[src/rtl/knn_sample_feeder.sv]
// Streams COM_NUM stored samples into a 4-entry FIFO for a KNN distance engine.
// Optional KNN_FEEDER_LOOP_EN: restart the pass forever, without gaps, until stop.
module knn_sample_feeder #(
    parameter int FEATURE_WIDE = 4,
    parameter int FEATURE_NUM  = 4,
    parameter int DATA_WIDE    = 3,
    parameter int COM_NUM      = 600,
    parameter int ADDR_W       = 11
) (
    input  logic                                      clk,
    input  logic                                      rst,
    input  logic                                      start,
    input  logic                                      stop,
    input  logic [FEATURE_NUM*FEATURE_WIDE-1:0]       query_feature,
    output logic                                      mem_rd_en,
    output logic [ADDR_W-1:0]                         mem_addr,
    input  logic [FEATURE_NUM*FEATURE_WIDE+DATA_WIDE-1:0] mem_rdata,
    output logic [FEATURE_NUM*FEATURE_WIDE-1:0]       feature,
    output logic [FEATURE_NUM*FEATURE_WIDE+DATA_WIDE-1:0] train_data,
    output logic                                      out_valid,
    input  logic                                      out_ready,
    output logic                                      out_last,
    output logic                                      busy,
    output logic                                      done
);

    localparam int WIDE = FEATURE_NUM * FEATURE_WIDE;
    localparam int TW   = WIDE + DATA_WIDE;
    localparam logic [ADDR_W-1:0] LAST_IDX = ADDR_W'(COM_NUM - 1);

    typedef enum logic [1:0] {IDLE, FETCH, DRAIN} state_t;

    state_t            state, state_nxt;
    logic [ADDR_W-1:0] idx;
    logic              start_acc, flush, issue, last_issue, pop, push, accept_last;
    logic [3:0]        occ_sum;
    logic              credit_ok;

    logic              vld_p0, last_p0;
    logic              vld_p1, last_p1;
    logic [TW-1:0]     data_p1;

    logic [TW-1:0]     fifo_data [4];
    logic [3:0]        fifo_last;
    logic [1:0]        wr_ptr, rd_ptr;
    logic [2:0]        count;

    assign start_acc   = (state == IDLE) && start && !stop;
    assign flush       = stop && (state != IDLE);
    assign out_valid   = (count != 3'd0);
    assign pop         = out_valid && out_ready;
    assign push        = vld_p1 && !flush;
    assign out_last    = out_valid && fifo_last[rd_ptr];
    assign train_data  = out_valid ? fifo_data[rd_ptr] : '0;
    assign accept_last = pop && out_last;
    assign busy        = (state != IDLE);

    // Everything already committed (FIFO + both read-pipeline slots) counts against the 4 slots.
    assign occ_sum     = {1'b0, count} + {3'b0, vld_p0} + {3'b0, vld_p1} - {3'b0, pop};
    assign credit_ok   = (occ_sum < 4'd4);
    assign issue       = (state == FETCH) && !stop && credit_ok;
    assign last_issue  = issue && (idx == LAST_IDX);
    assign mem_rd_en   = issue;
    assign mem_addr    = idx;

    always_ff @(posedge clk or posedge rst) begin
        if (rst) state <= IDLE;
        else     state <= state_nxt;
    end

    always_comb begin
        state_nxt = state;
        case (state)
            IDLE:  if (start_acc) state_nxt = FETCH;
            FETCH: begin
                if (stop) state_nxt = IDLE;
`ifndef KNN_FEEDER_LOOP_EN
                else if (last_issue) state_nxt = DRAIN;
`endif
            end
            DRAIN: if (stop || accept_last) state_nxt = IDLE;
            default: state_nxt = IDLE;
        endcase
    end

    always_ff @(posedge clk or posedge rst) begin
        if (rst) begin
            idx     <= '0;
            feature <= '0;
            done    <= 1'b0;
        end else begin
            done <= accept_last && !flush;
            if (start_acc) begin
                idx     <= '0;
                feature <= query_feature;
            end else if (issue) begin
                if (idx == LAST_IDX) begin
`ifdef KNN_FEEDER_LOOP_EN
                    idx <= '0;
`else
                    idx <= idx;
`endif
                end else begin
                    idx <= idx + ADDR_W'(1);
                end
            end
        end
    end

    // Stage p0: read issued, memory data on the bus next cycle
    always_ff @(posedge clk or posedge rst) begin
        if (rst) begin
            vld_p0  <= 1'b0;
            last_p0 <= 1'b0;
            vld_p1  <= 1'b0;
            last_p1 <= 1'b0;
        end else begin
            vld_p0  <= issue;
            last_p0 <= last_issue;
            vld_p1  <= vld_p0 && !flush;
            last_p1 <= last_p0;
        end
    end

    // Stage p1: bus data registered before entering the FIFO
    always_ff @(posedge clk) begin
        data_p1 <= mem_rdata;
        if (push) fifo_data[wr_ptr] <= data_p1;
    end

    always_ff @(posedge clk or posedge rst) begin
        if (rst) begin
            wr_ptr    <= '0;
            rd_ptr    <= '0;
            count     <= '0;
            fifo_last <= '0;
        end else if (flush) begin
            wr_ptr <= '0;
            rd_ptr <= '0;
            count  <= '0;
        end else begin
            if (push) begin
                fifo_last[wr_ptr] <= last_p1;
                wr_ptr            <= wr_ptr + 2'd1;
            end
            if (pop) rd_ptr <= rd_ptr + 2'd1;
            count <= count + {2'b0, push} - {2'b0, pop};
        end
    end

endmodule
[config.mk]
export PLATFORM = sky130hd
export DESIGN_NAME = knn_sample_feeder
export DESIGN_NICKNAME = d
export VERILOG_FILES = /design/src/rtl/knn_sample_feeder.sv
export SDC_FILE = /design/constraint.sdc
export NUM_CORES = 1
export LEC_CHECK = 0
export CORE_MARGIN = 2
export CORE_UTILIZATION = 57
export DETAILED_ROUTE_END_ITERATION = 6
export GPL_ROUTABILITY_DRIVEN = 0
export PLACE_DENSITY_LB_ADDON = 0.2
export SYNTH_ARGS = -nofsm -noshare
export SYNTH_HDL_FRONTEND = slang
export SYNTH_SLANG_ARGS = --single-unit
[constraint.sdc]
create_clock -name clk -period 4.3 [get_ports clk]
set_clock_uncertainty 0.1 [all_clocks]
set_input_delay 0.86 -clock clk [delete_from_list [all_inputs] [get_ports clk]]
set_output_delay 0.86 -clock clk [all_outputs]
set_load 0.03 [all_outputs]
; ---- After elaboration in Yosys (flattened, before gate mapping)
; Memories as Yosys holds them, arrays and structs flattened.
; Cells that the tools add are included.
[word_totals]
regBits = 64
ram_bits = 76
input_bits = 40
out_inout_bits = 51
word_cells = 80
memories = 1
[memory_table]
columns = name, depth, width, read_ports, rd_ports_with_merged_regs, wr, line
row1 = fifo_data, 4, 19, 1, 0, 1, 43  ; logic [TW-1:0] fifo_data [4];
[op_classes]
add_sub_neg = 8
order_cmp = 4
n_eq_ne = 7
n_mux = 21
n_bitwise = 1
n_reduce_logical = 25
[op_table]
columns = cell, n
row1 = 11-bit two-way mux, 3
row2 = 19-bit two-way mux, 1
row3 = 2-bit two-way mux, 8
row4 = 1-bit logical AND, 13
row5 = "11-bit by 1-bit adder with 11-bit output, second input constant", 1
row6 = "11-bit by 10-bit equality test with 1-bit output, second input constant", 1
row7 = 2-bit nonzero test, 4
row8 = "2-bit by 3-bit < comparator with 1-bit output, second input constant", 2
row9 = "2-bit != test, second input constant", 3
row10 = 2-bit case mux with 3 select lines, 1
row11 = "2-bit by 1-bit adder with 2-bit output, second input constant", 2
row12 = 3-bit by 1-bit adder with 4-bit output, 1
row13 = 4-bit by 1-bit adder with 4-bit output, 1
row14 = 4-bit bitwise mux, 1
row15 = "4-bit by 3-bit < comparator with 1-bit output, second input constant", 1
row16 = 1-bit two-way mux, 4
row17 = 2-bit AND reduction, 2
row18 = 4-bit by 1-bit subtractor with 4-bit output, 1
row19 = 3-bit by 1-bit adder with 3-bit output, 1
row20 = 3-bit two-way mux, 1
row21 = "3-bit != test, second input constant", 1
row22 = 3-bit AND reduction, 1
row23 = 3-bit nonzero test, 1
row24 = 3-bit by 1-bit subtractor with 3-bit output, 1
row25 = other kinds (9), 10

; ---- Depth between registers and ports, before layout
; Gate-level depths: netlist (run 1).
[depth]
word_depth = 9
depth_mapped = 11
mapped_depth_nobuf = 9

; ---- Worst setup path after synthesis (run 1)
; OpenSTA, ideal clock, no wires.
[synth_timing]
kind = input to output
from = input port out_ready
to = output port mem_rd_en
arrival_ns = 2.453
required_ns = 3.340
setup_slack_ns = 0.887
cell_stages = 8
path_buffers = 1
cell_sequence = nand2_1 or2_2 nand2_1 ha_1 a21o_1 a2111o_1 buf_6 nand2_1
[synth_between]
elab_chain_cells = 4
[synth_lines]
columns = item, line
row1 = from (decl), 21  ; input logic out_ready,
row2 = 1-bit logical AND, 51  ; assign pop = out_valid && out_ready;
row3 = 4-bit by 1-bit subtractor with 4-bit output, 59  ; assign occ_sum = {1'b0, count} + {3'b0, vld_p0} + {3'b0, vld_p1} - {3'b0, pop};
row4 = 4-bit by 3-bit < comparator with 1-bit output, 60  ; assign credit_ok = (occ_sum < 4'd4);
row5 = 1-bit logical AND, 61  ; assign issue = (state == FETCH) && !stop && credit_ok;
row6 = to (decl), 15  ; output logic mem_rd_en,
; Every way passes these cells.

; ---- Worst setup path in the final report (run 1)
; Same ends and word-level chain as after synthesis.

==> results of run 1 <==
## routing by layer
metal	up-vias	global-route usage	routed length (microns)
met5	-	0	0
met4	0	0.0729	104
met3	10	0.0963	730
met2	107	0.361	5360
met1	1606	0.290	4550
li1	1556	-	-
## worst min path at each step
| stage | endpoint | cells past startpoint | startpoint |
|---|---|---|---|
| 3_5_place_dp | last_p1 | 0 | last_p0 |
| 2_1_floorplan | last_p1 | 0 | last_p0 |
| 5_1_grt | last_p1 | 0 | last_p0 |
| 6_report | last_p1 | 0 | last_p0 |
| 3_3_place_gp | last_p1 | 0 | last_p0 |
| 4_1_cts | last_p1 | 0 | last_p0 |
## final cells by class
cell class | instances | share of cell area
clock buffers | 23 | 0.0750
clock inverters | 9 | 0.0123
inverters | 7 | 0.00363
multi-input cells | 209 | 0.226
flip-flops and latches | 140 | 0.523
well taps | 133 | 0.0230
repair buffers | 102 | 0.137
## logic make-up after synthesis
logic type	share of synthesized area
AOI/OAI and AO/OA	0.0254
xor gates and xnor gates	0.00787
buffers and inverters	0.0243
DFF	0.681
and+or+nand+nor	0.127
muxes	0.111
adders and majority gates	0.0238
## stage by stage
| step | instances | setup WS (ns) | power, uW | area, sq um |
|---|---|---|---|---|
| after detailed placement | 591 | 0.359 | 2990 | 6610 |
| after global routing | 623 | 0.206 | 4680 | 7240 |
| final | 623 | 0.351 | 4460 | 7240 |
| after floorplan | 374 | 0.887 | 2500 | 5560 |
| after CTS | 623 | 0.346 | 4500 | 7240 |
| after global placement | 591 | 0.396 | 2960 | 6610 |
## state kept, by name, indices dropped and copies added, names as in the netlist, 2 cells and up
name       cells
count          3
data_p1       19
feature       16
fifo_data     76
fifo_last      4
mem_addr      11
rd_ptr         2
state          2
wr_ptr         2
## worst reg2reg max path, stage by stage, from the launching register on
cell and delay [ns]:
dfrtp_1 0.40, or3_1 0.39, nand2_1 0.13, or2_2 0.14, nand2_1 0.05, ha_1 0.29
a21o_1 0.18, a2111o_1 0.42, buf_4 0.18, a211oi_2 0.21, mux2i_1 0.20
## where the power goes
group          internal, uW  leakage [uW]  total [uW]  switching, uW
Sequential             1510       0.00144        1620            102
Combinational           630       0.00109        1350            722
Clock                   945      0.000311        1500            552
Total                  3090       0.00284        4460           1380
## cells in the final DEF (no fill, tap or decap), types with 8 or more instances in the layout
cell type | Yosys | layout
a21oi_1 | 8 | 8
ha_1 | 9 | 9
buf_4 | 0 | 13
edfxtp_1 | 76 | 76
dfrtp_1 | 45 | 45
nor2_1 | 8 | 8
mux4_2 | 20 | 20
mux2i_1 | 12 | 12
clkdlybuf4s50_1 | 0 | 89
dfxtp_1 | 19 | 19
nand2_1 | 67 | 67
nand2b_1 | 10 | 10
nand3_1 | 8 | 8
and2_1 | 25 | 25
clkbuf_16 | 0 | 21
==> impl_metrics.toml, run 1 <==
[run_status]
status = "finished clean"

[final_layout]
fillerInstances = 651
num_antenna_cells = 0
regArea_sq_um = 3790
nets = 527
area_delta_synth_final_pct = 30.2
drive_gt1_frac = 0.161
multi_input_area_sq_um = 1640
post-route-util = 0.751

[job]
max_cap_violations = 0

[floorplan]
die-area_sq_um = 10600
core_area_sq_um = 9640
initial_core_util = 0.577
rows = 36
die_y_microns = 103
dieWidth_microns = 103
io_pins = 91

[routing]
firstDrtPassIters = 4
wire_per_inst_microns = 17.3
drtAntennaViolNets = 0
drt_iter0_markers = 175
drc = 0
vias_per_cell = 5.26
via_count = 3279
wirelength_mm = 10.7

[synth]
synth_top_cell_area_share = 0.410
seq_area_frac_synth = 0.681
synth.most_common_cell = "edfxtp_1"
yosys-top-cells-count = "76 x edfxtp_1, 67 x nand2_1, 45 x dfrtp_1"
synth-edff-count = 76
ys_types = 44
ys_seq_elements = 140
syn_area_sq_um = 5560
synth_area_leaders = "edfxtp_1 41%, dfrtp_1 20%, mux4_2 8.1%"
syn_inst = 374
syn_area_per_cell_sq_um = 14.9
async_flop_share = 0.321
yosys_warnings = 0
synth_flop_cell = "edfxtp_1"
synth_top_area_cell = "edfxtp_1"
synth_nets = 424

[clock_tree]
cts_tree = "built"
cts_resized = 0
cts_setup_buffers = 0
clockBufferDepth = 2
cts.sink_count = 140
htreeDepth = 4
cts_buffers = 17
cts_root_buf = "clkbuf_8"
cts.clk_slew.worst_paths_ns = 0.06
insertion_delay_ns = 0.52
ctsHoldBuffers = 0

[critical_path]
critPathMaxStageDelay_ns = 0.55
cpMostUsedCell = "nand2_1"
cp-startpoint = "out_ready"
worstSetupStartpointType = "input port"
arrival_ns = 2.99
reg2reg_from = "count[0]"
r2r_slack_ns = 1.54
path_cells = "clkdlybuf4s50_1 > nand2_1 > or2_2 > nand2_1 > ha_1 > a21o_1 > a2111o_1 > nand2_1 > buf_4"
path_buf_inv = 2
r2r_cells = 10
crit_slowest_cell = "clkdlybuf4s50_1"
cp.depth = 9
crit_path_end_kind = "output port"
cp-endpoint = "mem_rd_en"
crit_family = "buffers and inverters"
crit_type = "input port to output port"
crit_fanout = 5
regToRegEndpoint = "mem_addr[3]"
cp.required_ns = 3.34

[pwr]
cellPowerDensity_nw_per_um2 = 616
p_leak_uw = 0.00284
vdd.ir_drop.worst_uv = 267

[sta]
finalSetupViolations = 0
hold_slack_ns = 0.248
timing.final.hold_violations = 0
fmax_ghz = 0.253
min_period_ns = 3.95
worst_slew_pin_slew_ns = 0.948
rsz0062_at_grt = "false"
relSlewSlack = 0.365
finalSetupTns_ns = 0
finalMaxSlewViolations = 0
fin_crit_sh = 0.918

[global_routing]
grtUsageTotal = 0.228
grt_pass1_vias = 3433
antenna_found_initial = 0
grt_max_degree = 46
grt_pass1_wl_mm = 17.4
grt-ovfl-total = 0

[placement]
port_buffers = 90
dpl.hpwl_mm = 6.82

[hold_path]
hold_class = "flop to flop"
No activity file was read; power rests on OpenSTA's default activity.
==> run 2: changes to the inputs <==
- PLACE_DENSITY: not set -> 0.83
- PLACE_DENSITY_LB_ADDON: 0.2 -> not set
- SLEW_MARGIN: not set -> 30
==> impl_metrics.toml, run 2 (synthesized netlist as in run 1, its figures left out) <==
[pwr]
p_int_uw = 3030
p_sw_frac = 0.316
p_sw_uw = 1400
seq_power_share = 0.360
p_leak_uw = 0.00280
vdd.ir_drop.worst_uv = 290
cellPowerDensity_nw_per_um2 = 616
combPwrFrac = 0.306
p_clk_frac = 0.334

[sta]
worst_slew_pin_slew_ns = 0.714
hold_slack_ns = 0.250
timing.final.hold_violations = 0
min_period_ns = 3.94
fmax_ghz = 0.254
finalSetupTns_ns = 0
finalSetupViolations = 0
finalMaxSlewViolations = 0
fin_crit_sh = 0.917
relSlewSlack = 0.524
rsz0062_at_grt = "false"

[global_routing]
grtUsageTotal = 0.218
grt_max_degree = 46
antenna_found_initial = 0
grt-ovfl-total = 0
grt_pass1_wl_mm = 16.8
grt_pass1_vias = 3452

[routing]
drtAntennaViolNets = 0
top_layer_used = "met4"
vias_per_cell = 5.37
firstDrtPassIters = 5
dr_wl_met2_mm = 5.47
wl_met1_mm = 4.52
wirelength_mm = 10.6
wire_per_inst_microns = 17.1
via_count = 3334
wl_met3_microns = 528
drc = 0
drt_iter0_markers = 112

[critical_path]
crit_path_end_kind = "output port"
arrival_ns = 2.98
worstSetupStartpointType = "input port"
r2r_cells = 10
crit_slowest_cell = "clkdlybuf4s50_1"
critPathMaxStageDelay_ns = 0.54
path_cells = "clkdlybuf4s50_1 > nand2_1 > or2_2 > nand2_1 > ha_1 > a21o_1 > a2111o_1 > nand2_1 > buf_4"
cp.required_ns = 3.34
cpMostUsedCell = "nand2_1"
crit_fanout = 5
crit_type = "input port to output port"

[clock_tree]
ctsHoldBuffers = 0
cts.clk_slew.worst_paths_ns = 0.06
cts_resized = 0
clockBufferDepth = 2
cts_tree = "built"
htreeDepth = 4
cts_buffers = 17
insertion_delay_ns = 0.52
cts_setup_buffers = 0
cts_root_buf = "clkbuf_8"
cts.sink_count = 140

[final_layout]
finalNonFillerCells = 621
largest_register = "fifo_data"
fillerInstances = 634
post-route-util = 0.747
drive_gt1_frac = 0.160
nets = 525
fin_area_sq_um = 7200
largest_reg_flops = 76
reg_top3 = "fifo_data x76, data_p1 x19, feature x16"
layout_commonest_cell = "clkdlybuf4s50_1"
area_delta_synth_final_pct = 29.5
layout_common_cells = "89 x clkdlybuf4s50_1, 76 x edfxtp_1, 67 x nand2_1"
num_antenna_cells = 0

[job]
max_cap_violations = 0

[floorplan]
initial_core_util = 0.577
die_y_microns = 103
core_area_sq_um = 9640
io_pins = 91
die-area_sq_um = 10600
dieWidth_microns = 103
rows = 36

[placement]
dpl.hpwl_mm = 6.53
post_dp_cell_area_sq_um = 6590
port_buffers = 90
placed_cells = 589

[hold_path]
min_path_cells = 0
hold_class = "flop to flop"

[run_status]
status = "finished clean"
==> run 2: cell types whose count changed in the layout (fill, tap and decap cells not counted), moves of 2 or more <==
cell,delta
clkbuf_16,-5
clkinvlp_4,+3
inv_6,+3
buf_4,-2
bufinv_16,+2
clkinv_2,-2
==> run 2: final timing paths <==
kind	from	end	slack, ns
max	out_ready	mem_rd_en	0.36
min reg2reg	last_p0	last_p1	0.25
max reg2reg	count[0]	mem_addr[3]	1.49
min	last_p0	last_p1	0.25
max in group asynchronous	rst	vld_p1	3.00
min in group asynchronous	rst	feature[1]	0.69
==> run 2: worst max-delay path: cells and delay by family <==
kind	cells	cell delay [ns]
buf+inv	2	0.70
compound gates	2	0.60
simple gates	4	0.59
fa+ha+maj	1	0.23
==> run 2: routing by layer <==
layer,vias up,track usage
li1,1546,-
met1,1682,0.261
met2,95,0.367
met3,11,0.0766
met4,0,0.0830
met5,-,0
==> run 2: cell type report <==
type                       count  area, sq um  share of cell area
tap                          133          166              0.0231
sequential                   140         3790               0.526
multi-input combinational    209         1650               0.228
inverter                       7         26.3             0.00365
clock inverter                14          184              0.0255
clock buffer                  18          418              0.0580
timing repair buffer         100          973               0.135
==> run 2: power groups by stage <==
| stage | combinational, uW | clock, uW | sequential, uW |
|---|---|---|---|
| 3_5_place_dp | 1370 | 0 | 1620 |
| 3_3_place_gp | 1330 | 0 | 1610 |
| 4_1_cts | 1380 | 1500 | 1600 |
| 6_report | 1360 | 1480 | 1600 |
| 2_1_floorplan | 845 | 0 | 1650 |
| 5_1_grt | 1460 | 1560 | 1610 |
==> run 2: through the flow <==
stage	setup WS (ns)	power, uW
4_1_cts	0.355	4480
3_3_place_gp	0.412	2940
3_5_place_dp	0.368	2980
5_1_grt	0.219	4630
6_report	0.358	4430
2_1_floorplan	0.887	2500
